===== src/rtl/mipi_tx_packet_builder.sv =====
// mipi_tx_packet_builder: turns one DSI short/long packet request plus a 32-bit payload stream into a 4-lane HS byte burst.
module mipi_tx_packet_builder #(
  parameter int TRAIL_CYCLES = 2,
  parameter int GAP_CYCLES = 4
) (
  input  logic        clk,
  input  logic        rst,
  input  logic        pkt_valid,
  output logic        pkt_ready,
  input  logic        pkt_long,
  input  logic [7:0]  pkt_di,
  input  logic [15:0] pkt_wc,
  input  logic [31:0] din,
  input  logic        din_valid,
  output logic        din_ready,
  output logic [31:0] dout,
  output logic        dout_valid,
  output logic        underrun
);
  typedef enum logic [2:0] {IDLE, SOT, HDR, PAY, TRAIL, GAP} state_e;
  state_e state_q;
  logic [7:0] di_q, tcnt_q, ecc;
  logic [15:0] wc_q, crc_q, crc_d;
  logic long_q;
  logic [16:0] pos_q, wc_x;
  logic [3:0] last_q, last_d;
  logic [31:0] dat, pay_d, trail_d;
  logic [3:0][16:0] idx;
  function automatic logic [15:0] crc_byte(input logic [15:0] c, input logic [7:0] b);
    logic [15:0] r;
    r = c;
    for (int i = 0; i < 8; i++) r = (r >> 1) ^ ((r[0] ^ b[i]) ? 16'h8408 : 16'h0000);
    return r;
  endfunction
  function automatic logic [7:0] ecc_f(input logic [23:0] d);
    return {2'b00, ^(d & 24'hEFFC00), ^(d & 24'hDF03F0), ^(d & 24'hB8E38E),
            ^(d & 24'h749A6D), ^(d & 24'hF2555B), ^(d & 24'hF12CB7)};
  endfunction
  assign ecc = ecc_f({wc_q, di_q});
  assign wc_x = {1'b0, wc_q};
  // A missing payload word is replaced by zeros, which also feed the CRC.
  assign dat = din_valid ? din : 32'h0;
  // Build the next PAY word: payload bytes, then CRC low/high, then per-lane trail fill.
  always_comb begin
    crc_d = crc_q;
    idx = '0;
    pay_d = '0;
    trail_d = '0;
    last_d = last_q;
    for (int k = 0; k < 4; k++) begin
      idx[k] = pos_q + 17'(k);
      trail_d[8*k +: 8] = {8{~last_q[k]}};
      if (idx[k] < wc_x) crc_d = crc_byte(crc_d, dat[8*k +: 8]);
    end
    for (int k = 0; k < 4; k++) begin
      pay_d[8*k +: 8] = idx[k] < wc_x ? dat[8*k +: 8] :
                        idx[k] == wc_x ? crc_d[7:0] :
                        idx[k] == wc_x + 17'd1 ? crc_d[15:8] : trail_d[8*k +: 8];
      last_d[k] = idx[k] < wc_x + 17'd2 ? pay_d[8*k+7] : last_q[k];
    end
  end
  // din_ready is raised the cycle before the word it feeds appears on dout.
  always_ff @(posedge clk) begin
    if (rst) begin
      state_q <= IDLE;
      pkt_ready <= 1'b0;
      din_ready <= 1'b0;
      dout <= '0;
      dout_valid <= 1'b0;
      underrun <= 1'b0;
      di_q <= '0;
      wc_q <= '0;
      long_q <= 1'b0;
      crc_q <= 16'hFFFF;
      pos_q <= '0;
      tcnt_q <= '0;
      last_q <= '0;
    end else begin
      underrun <= 1'b0;
      case (state_q)
        IDLE:
          if (pkt_valid && pkt_ready) begin
            state_q <= SOT;
            pkt_ready <= 1'b0;
            di_q <= pkt_di;
            wc_q <= pkt_wc;
            long_q <= pkt_long;
            crc_q <= 16'hFFFF;
            pos_q <= '0;
            dout <= 32'hB8B8B8B8;
            dout_valid <= 1'b1;
          end else pkt_ready <= 1'b1;
        SOT: begin
          state_q <= HDR;
          dout <= {ecc, wc_q[15:8], wc_q[7:0], di_q};
          last_q <= {ecc[7], wc_q[15], wc_q[7], di_q[7]};
          din_ready <= long_q && wc_q != 16'h0;
        end
        HDR, PAY:
          if (state_q == HDR ? long_q : pos_q < wc_x + 17'd2) begin
            state_q <= PAY;
            dout <= pay_d;
            last_q <= last_d;
            crc_q <= crc_d;
            pos_q <= pos_q + 17'd4;
            din_ready <= pos_q + 17'd4 < wc_x;
            underrun <= din_ready && !din_valid;
          end else begin
            state_q <= TRAIL;
            dout <= trail_d;
            tcnt_q <= 8'(TRAIL_CYCLES - 1);
          end
        TRAIL:
          if (tcnt_q == 8'd0) begin
            state_q <= GAP;
            dout <= '0;
            dout_valid <= 1'b0;
            tcnt_q <= 8'(GAP_CYCLES - 1);
          end else tcnt_q <= tcnt_q - 8'd1;
        GAP:
          if (tcnt_q == 8'd0) begin
            state_q <= IDLE;
            pkt_ready <= 1'b1;
          end else tcnt_q <= tcnt_q - 8'd1;
        default: state_q <= IDLE;
      endcase
    end
  end
endmodule


===== config.mk =====
export PLATFORM = sky130hd
export DESIGN_NAME = mipi_tx_packet_builder
export DESIGN_NICKNAME = d
export VERILOG_FILES = /design/src/rtl/mipi_tx_packet_builder.sv
export SDC_FILE = /design/constraint.sdc
export NUM_CORES = 1
export LEC_CHECK = 0
export BUFFER_PORTS_ARGS = -buffer_cell sky130_fd_sc_hd__buf_2
export CAP_MARGIN = 20
export CORE_MARGIN = 8
export CORE_UTILIZATION = 50
export CTS_BUF_LIST = sky130_fd_sc_hd__clkbuf_8
export DETAILED_ROUTE_END_ITERATION = 10
export HOLD_SLACK_MARGIN = 0.12
export PLACE_DENSITY = 0.67
export RECOVER_POWER = 100
export SLEW_MARGIN = 20
export SYNTH_ARGS = -nofsm -noshare
export SYNTH_HDL_FRONTEND = slang
export SYNTH_SLANG_ARGS = --single-unit

===== constraint.sdc =====
create_clock -name clk -period 5.9 [get_ports clk]
set_clock_uncertainty 0.05 [all_clocks]
set_input_delay 0.295 -clock clk [delete_from_list [all_inputs] [get_ports clk]]
set_output_delay 0.295 -clock clk [all_outputs]
set_load 0.01 [all_outputs]

==> results of run 1 <==
==> final timing paths <==
path / start / depth (start not counted) / to / slack, ps
worst max-delay path: wc_q[14] / 19 / dout[14] / 200
worst max register to register: wc_q[14] / 19 / dout[14] / 200
worst min-delay path: pkt_wc[2] / 3 / wc_q[2] / 140
worst min register to register: dout_valid / 2 / dout_valid / 460
==> synth_stat cells, drive strengths merged (7+ instances only) <==
library cell  count
o21ai            96
nand3            41
o2111ai          10
inv              44
clkbuf          109
xnor2           123
nor4             14
ha              117
a22oi            13
nand2b           12
nand4            36
buf              13
nor2b            13
a211oi           26
nor3             25
a31oi            18
a221oi            8
nor2            106
o22ai            13
and2             22
xnor3            12
a21o             35
o211ai           22
xor2             62
mux2i            30
a21oi           145
a2111oi           8
nand2           175
and3             21
dfxtp           107
o31ai             7
a211o            10
o21a             11
==> sequential cells by signal, indices dropped and copies added (netlist names) <==
register,count
crc_q,16
di_q,8
din_ready,1
dout,32
dout_valid,1
last_q,4
long_q,1
pkt_ready,1
pos_q,15
state_q,3
tcnt_q,8
underrun,1
wc_q,16
==> stage by stage <==
| stage | hold WS (ps) | setup slack (ps) |
|---|---|---|
| 3_3_place_gp | 414 | 217 |
| 5_1_grt | 143 | -11.1 |
| 3_5_place_dp | 433 | 105 |
| 4_1_cts | 133 | 40.2 |
| 2_1_floorplan | 381 | 646 |
| 6_report | 144 | 199 |
==> what timing repair did <==
item | CTS | global route
resized for setup | 0 | 12
hold buffers | 20 | 0
hold endpoints to repair | 20 | 0
buffers inserted | 0 | 4
setup endpoints to repair | 0 | 20
==> per-layer routing <==
metal	up-vias	share of wire [%]
met2	788	42
met4	2	3.1
met5	-	0.028
li1	5963	-
met1	5992	43
met3	118	12
==> critical path: stages (launching register included) <==
cell	delay, ps
dfxtp_1	350
inv_1	100
ha_1	370
a21oi_1	180
nor2b_1	90
or4_4	600
nor3_4	370
buf_4	250
mux2i_4	290
xnor2_2	220
xor3_1	430
a211o_1	330
a211o_1	270
mux2i_2	210
xnor2_2	240
xnor3_1	430
mux2i_2	400
o21ai_0	170
a21oi_1	140
a211oi_1	60
==> final cells by class <==
type | count | area (um2)
fillers | 2322 | 10400
multi-input cells | 1322 | 9500
flip-flops and latches | 107 | 2140
repair buffers | 211 | 1320
well taps | 324 | 405
inverters | 44 | 165
clock buffers | 10 | 138
clock inverters | 6 | 78.8
==> cell usage in the layout, fill, tap and decap left out, drive strengths merged, types with 10 or more instances in the layout <==
master / instances
nor2b: 13
nand2: 175
nand4: 36
mux2i: 30
xnor2: 123
inv: 48
a22oi: 13
ha: 117
buf: 145
nor2: 106
and3: 21
dfxtp: 107
and2: 22
nand3: 41
a211oi: 26
xnor3: 12
o211ai: 22
clkbuf: 56
nor4: 14
a31oi: 18
a211o: 10
o2111ai: 10
nor3: 25
o21ai: 96
a21oi: 145
nand2b: 12
o21a: 11
a21o: 35
xor2: 62
dlygate4sd3: 20
o22ai: 13
==> cell families (layout without fill, tap and decap cells) <==
family,Yosys count,in the layout,synth area share (%)
mux,35,35,3.07
buf+inv,166,271,5.34
flops,107,107,17.5
fa+ha+maj,118,118,12.1
compound gates,466,466,24.7
xor+xnor,202,202,17.1
simple gates,501,501,20.1
==> metrics.cfg, run 1 <==
[run_status]
status=completed

[global_route]
grtUsageMet2_pct=45.8
grtUsageTotal_pct=31.0
overflow=0
grt.busiest_layer=met2
use_met1_pct=43.2
grt_start_max_net_pins=73
grt_antenna_before_repair=1
use_met3_pct=8.29
grt_pass1_wl_um=70600
grt_pass1_vias=11900

[synth]
synth_nets=1774
synth_enable_flop_cells=0
yosysUniqueCellTypes=93
yosys_register_bits=107
synthFlopType=dfxtp_1
yosys_warnings=0
async_flop_share_pct=0
syn-instance-count=1595
yosysTopAreaCellShare_pct=17.5
syn-cell-area_um2=12200
synth_seq_area_share_pct=17.5
synth_top_area_cell=dfxtp_1
syn_avg_cell_area_um2=7.68
yosys-top-cells-area=dfxtp_1, ha_1, xnor2_1, a21oi_1, nand2_1

[die]
die_x_um=172
start_util_pct=50.6
rows=57
fp.dieH_um=172
die-area_um2=29700
coreArea_um2=24200
pin_count=97

[routing]
remaining_drc_errors=0
viasPerCell=6.36
via_count=12900
antenna_left=0
dr.pass1.iters=8
drtIter0Drc=1553
wl_um=46500
wire_per_inst_um=23.0

[sta]
slew_headroom_pct=6.27
fin_crit_sh_pct=96.6
finalHoldViolCount=0
finalSetupViolCount=0
slew_viol_final=0
setup_tns_ps=0
worst_pin_slew_ps=1390
period_needed_ps=5700
fmax_ghz=0.175

[placement]
placed_area_um2=13300
dp_cells=1984
dpl.hpwl_um=36300
routabilityCongestion=1.02
port_buffers=96

[finish]
n_antenna_cell=0
final_cells=2024
drive_above_1_share_pct=12.9
fin_nets=1874
area.growth.synth_to_final_pct=12.3
final_util_pct=56.9
final_area_um2=13700

[clock_network]
cts-root-buf=clkbuf_8
cts_tree=built
cts_buffer_depth=2
clock_latency_ps=410
cts_sinks=107
clkTransAtPathRegs_ps=120
htreeDepth=3
numCtsBuffers=9

[critical_path]
cp.required_ps=6120
start_kind=register
cp-end-kind=register
path_class=reg -> reg
cp.arrival_ps=5920
cp_max_fo=10

[job]
drv_cap=0

[worst_hold_path]
hold_path_class=in -> reg

Power of run 1 is left out: the tool's default activity adds up to more than one toggle a clock period on the data nets, which glitch-free logic cannot reach.
==> run 2, diff against run 1 <==
--- a/config.mk
+++ b/config.mk
@@ -7,12 +7,13 @@
 export LEC_CHECK = 0
 export BUFFER_PORTS_ARGS = -buffer_cell sky130_fd_sc_hd__buf_2
 export CAP_MARGIN = 20
-export CORE_MARGIN = 8
-export CORE_UTILIZATION = 50
+export CORE_MARGIN = 5
+export CORE_UTILIZATION = 45
 export CTS_BUF_LIST = sky130_fd_sc_hd__clkbuf_8
 export DETAILED_ROUTE_END_ITERATION = 10
 export HOLD_SLACK_MARGIN = 0.12
-export PLACE_DENSITY = 0.67
+export MAX_ROUTING_LAYER = met4
+export PLACE_DENSITY = 0.62
 export RECOVER_POWER = 100
 export SLEW_MARGIN = 20
 export SYNTH_ARGS = -nofsm -noshare
==> run 2 against run 1 <==
Against the previous run:
- non-clock buffer count fell by 12
- die area increased by 2.9%
- worst setup slack improved by 52 ps
==> metrics.cfg, run 2 (synthesis results as in run 1) <==
[run_status]
status=completed

[job]
drv_cap=0

[critical_path]
reg2reg_to=dout[9]
reg2reg_depth=18
cp_max_fo=17
cp.arrival_ps=5880
crit_path_end=dout[9]
cp.required_ps=6130
path_class=reg -> reg
start_kind=register
r2r-start=wc_q[1]
crit_start=wc_q[1]
cp-end-kind=register
rrSetupSlack_ps=250

[global_route]
overflow=0
grt_pass1_wl_um=71000
grt_antenna_before_repair=0
grt_start_max_net_pins=52
grt_pass1_vias=11600
grtUsageTotal_pct=30.5

[sta]
fin_crit_sh_pct=95.7
worst_pin_slew_ps=1350
fmax_ghz=0.177
finalHoldViolCount=0
period_needed_ps=5650
finalSetupViolCount=0
slew_headroom_pct=10.3
slew_viol_final=0
rsz0062_at_grt=true

[finish]
final_common_cell=nand2_1
largest_register=dout
final_util_pct=50.9
reg_top3=dout x32, crc_q x16, wc_q x16
drive_above_1_share_pct=12.2
largest_reg_flops=32
fin_nets=1862
layout_common_cells=nand2_1, a21oi_1, ha_1
area.growth.synth_to_final_pct=11.8
n_antenna_cell=0

[die]
fp.dieH_um=175
start_util_pct=45.5
pin_count=97
die-area_um2=30600
coreArea_um2=26900
rows=60
die_x_um=175

[clock_network]
htreeDepth=3
numCtsBuffers=9
cts-root-buf=clkbuf_8
cts_tree=built
cts_setup_buffers=0
clkTransAtPathRegs_ps=120
cts_sinks=107
clock_latency_ps=410
cts_buffer_depth=2

[routing]
antenna_left=0
remaining_drc_errors=0
drtIter0Drc=1602
wire_per_inst_um=23.1
wl_um=46900
dr.pass1.iters=6
viasPerCell=6.23
via_count=12600

[placement]
routabilityCongestion=1.00
dpl.hpwl_um=37300
port_buffers=96

[worst_hold_path]
min_delay_path_depth=3
hold_path_class=in -> reg

[run 2: cell count changes in the layout (fill, tap and decap cells not counted), sizes merged]
| cell | change |
|---|---|
| buf | -8 |
| clkbuf | -3 |
| clkinvlp | +1 |
| dlygate4sd3 | -1 |
| bufinv | -1 |
[run 2: through the flow]
stage	instance area (um2)	setup slack, ps	hold slack [ps]	TNS [ps]	instances
after CTS	13700	263	123	0	2029
after global placement	13300	342	416	0	1994
final	13700	251	148	0	2029
after detailed placement	13300	320	432	0	1994
after global routing	13700	-25.3	128	-25.3	2029
after floorplan	12200	646	381	0	1595
[run 2: worst min path at each step]
stage,from,endpoint,slack (ps)
global placement,dout_valid,dout_valid,420
detailed placement,dout_valid,dout_valid,430
floorplan,pkt_long,long_q,380
finish,pkt_wc[10],wc_q[10],150
global route,pkt_wc[10],wc_q[10],130
CTS,pkt_wc[10],wc_q[10],120
[run 2: final cells by class]
class / instances / area, um2
timing repair buffer: 199 / 1240
inverter: 44 / 165
clock inverter: 6 / 55.1
clock buffer: 10 / 138
fill: 2676 / 13200
tap: 341 / 427
sequential: 107 / 2140
multi-input combinational: 1322 / 9520
[run 2: worst max-delay path: stages, from the launching register on]
cell and delay, ps:
dfxtp_1 720, ha_1 300, and3_1 230, and3_1 280, and3_1 350, and3_1 250
nand3_1 120, xnor2_1 380, ha_1 230, nand3_1 70, a21boi_0 320, a211oi_1 90
clkbuf_1 200, mux2_1 450, nand2_1 140, clkbuf_1 890, nor2_1 190, o211ai_1 140
o21ai_0 110
[run 2: timing repair]
action | 4_1_cts | 5_1_grt
endpoints found under the setup margin | 0 | 9
resized for setup | 0 | 10
hold buffers | 19 | 0
hold endpoints to repair | 19 | 0
[run 2: per-layer routing]
layer,up-vias,part of all wire [%],global-route usage (%)
met5,-,0,-
met4,0,2.3,6.78
met3,81,9.7,4.87
met2,645,42,43.8
met1,5990,46,45.1
li1,5929,-,-
Power of run 2 is left out for the same reason.
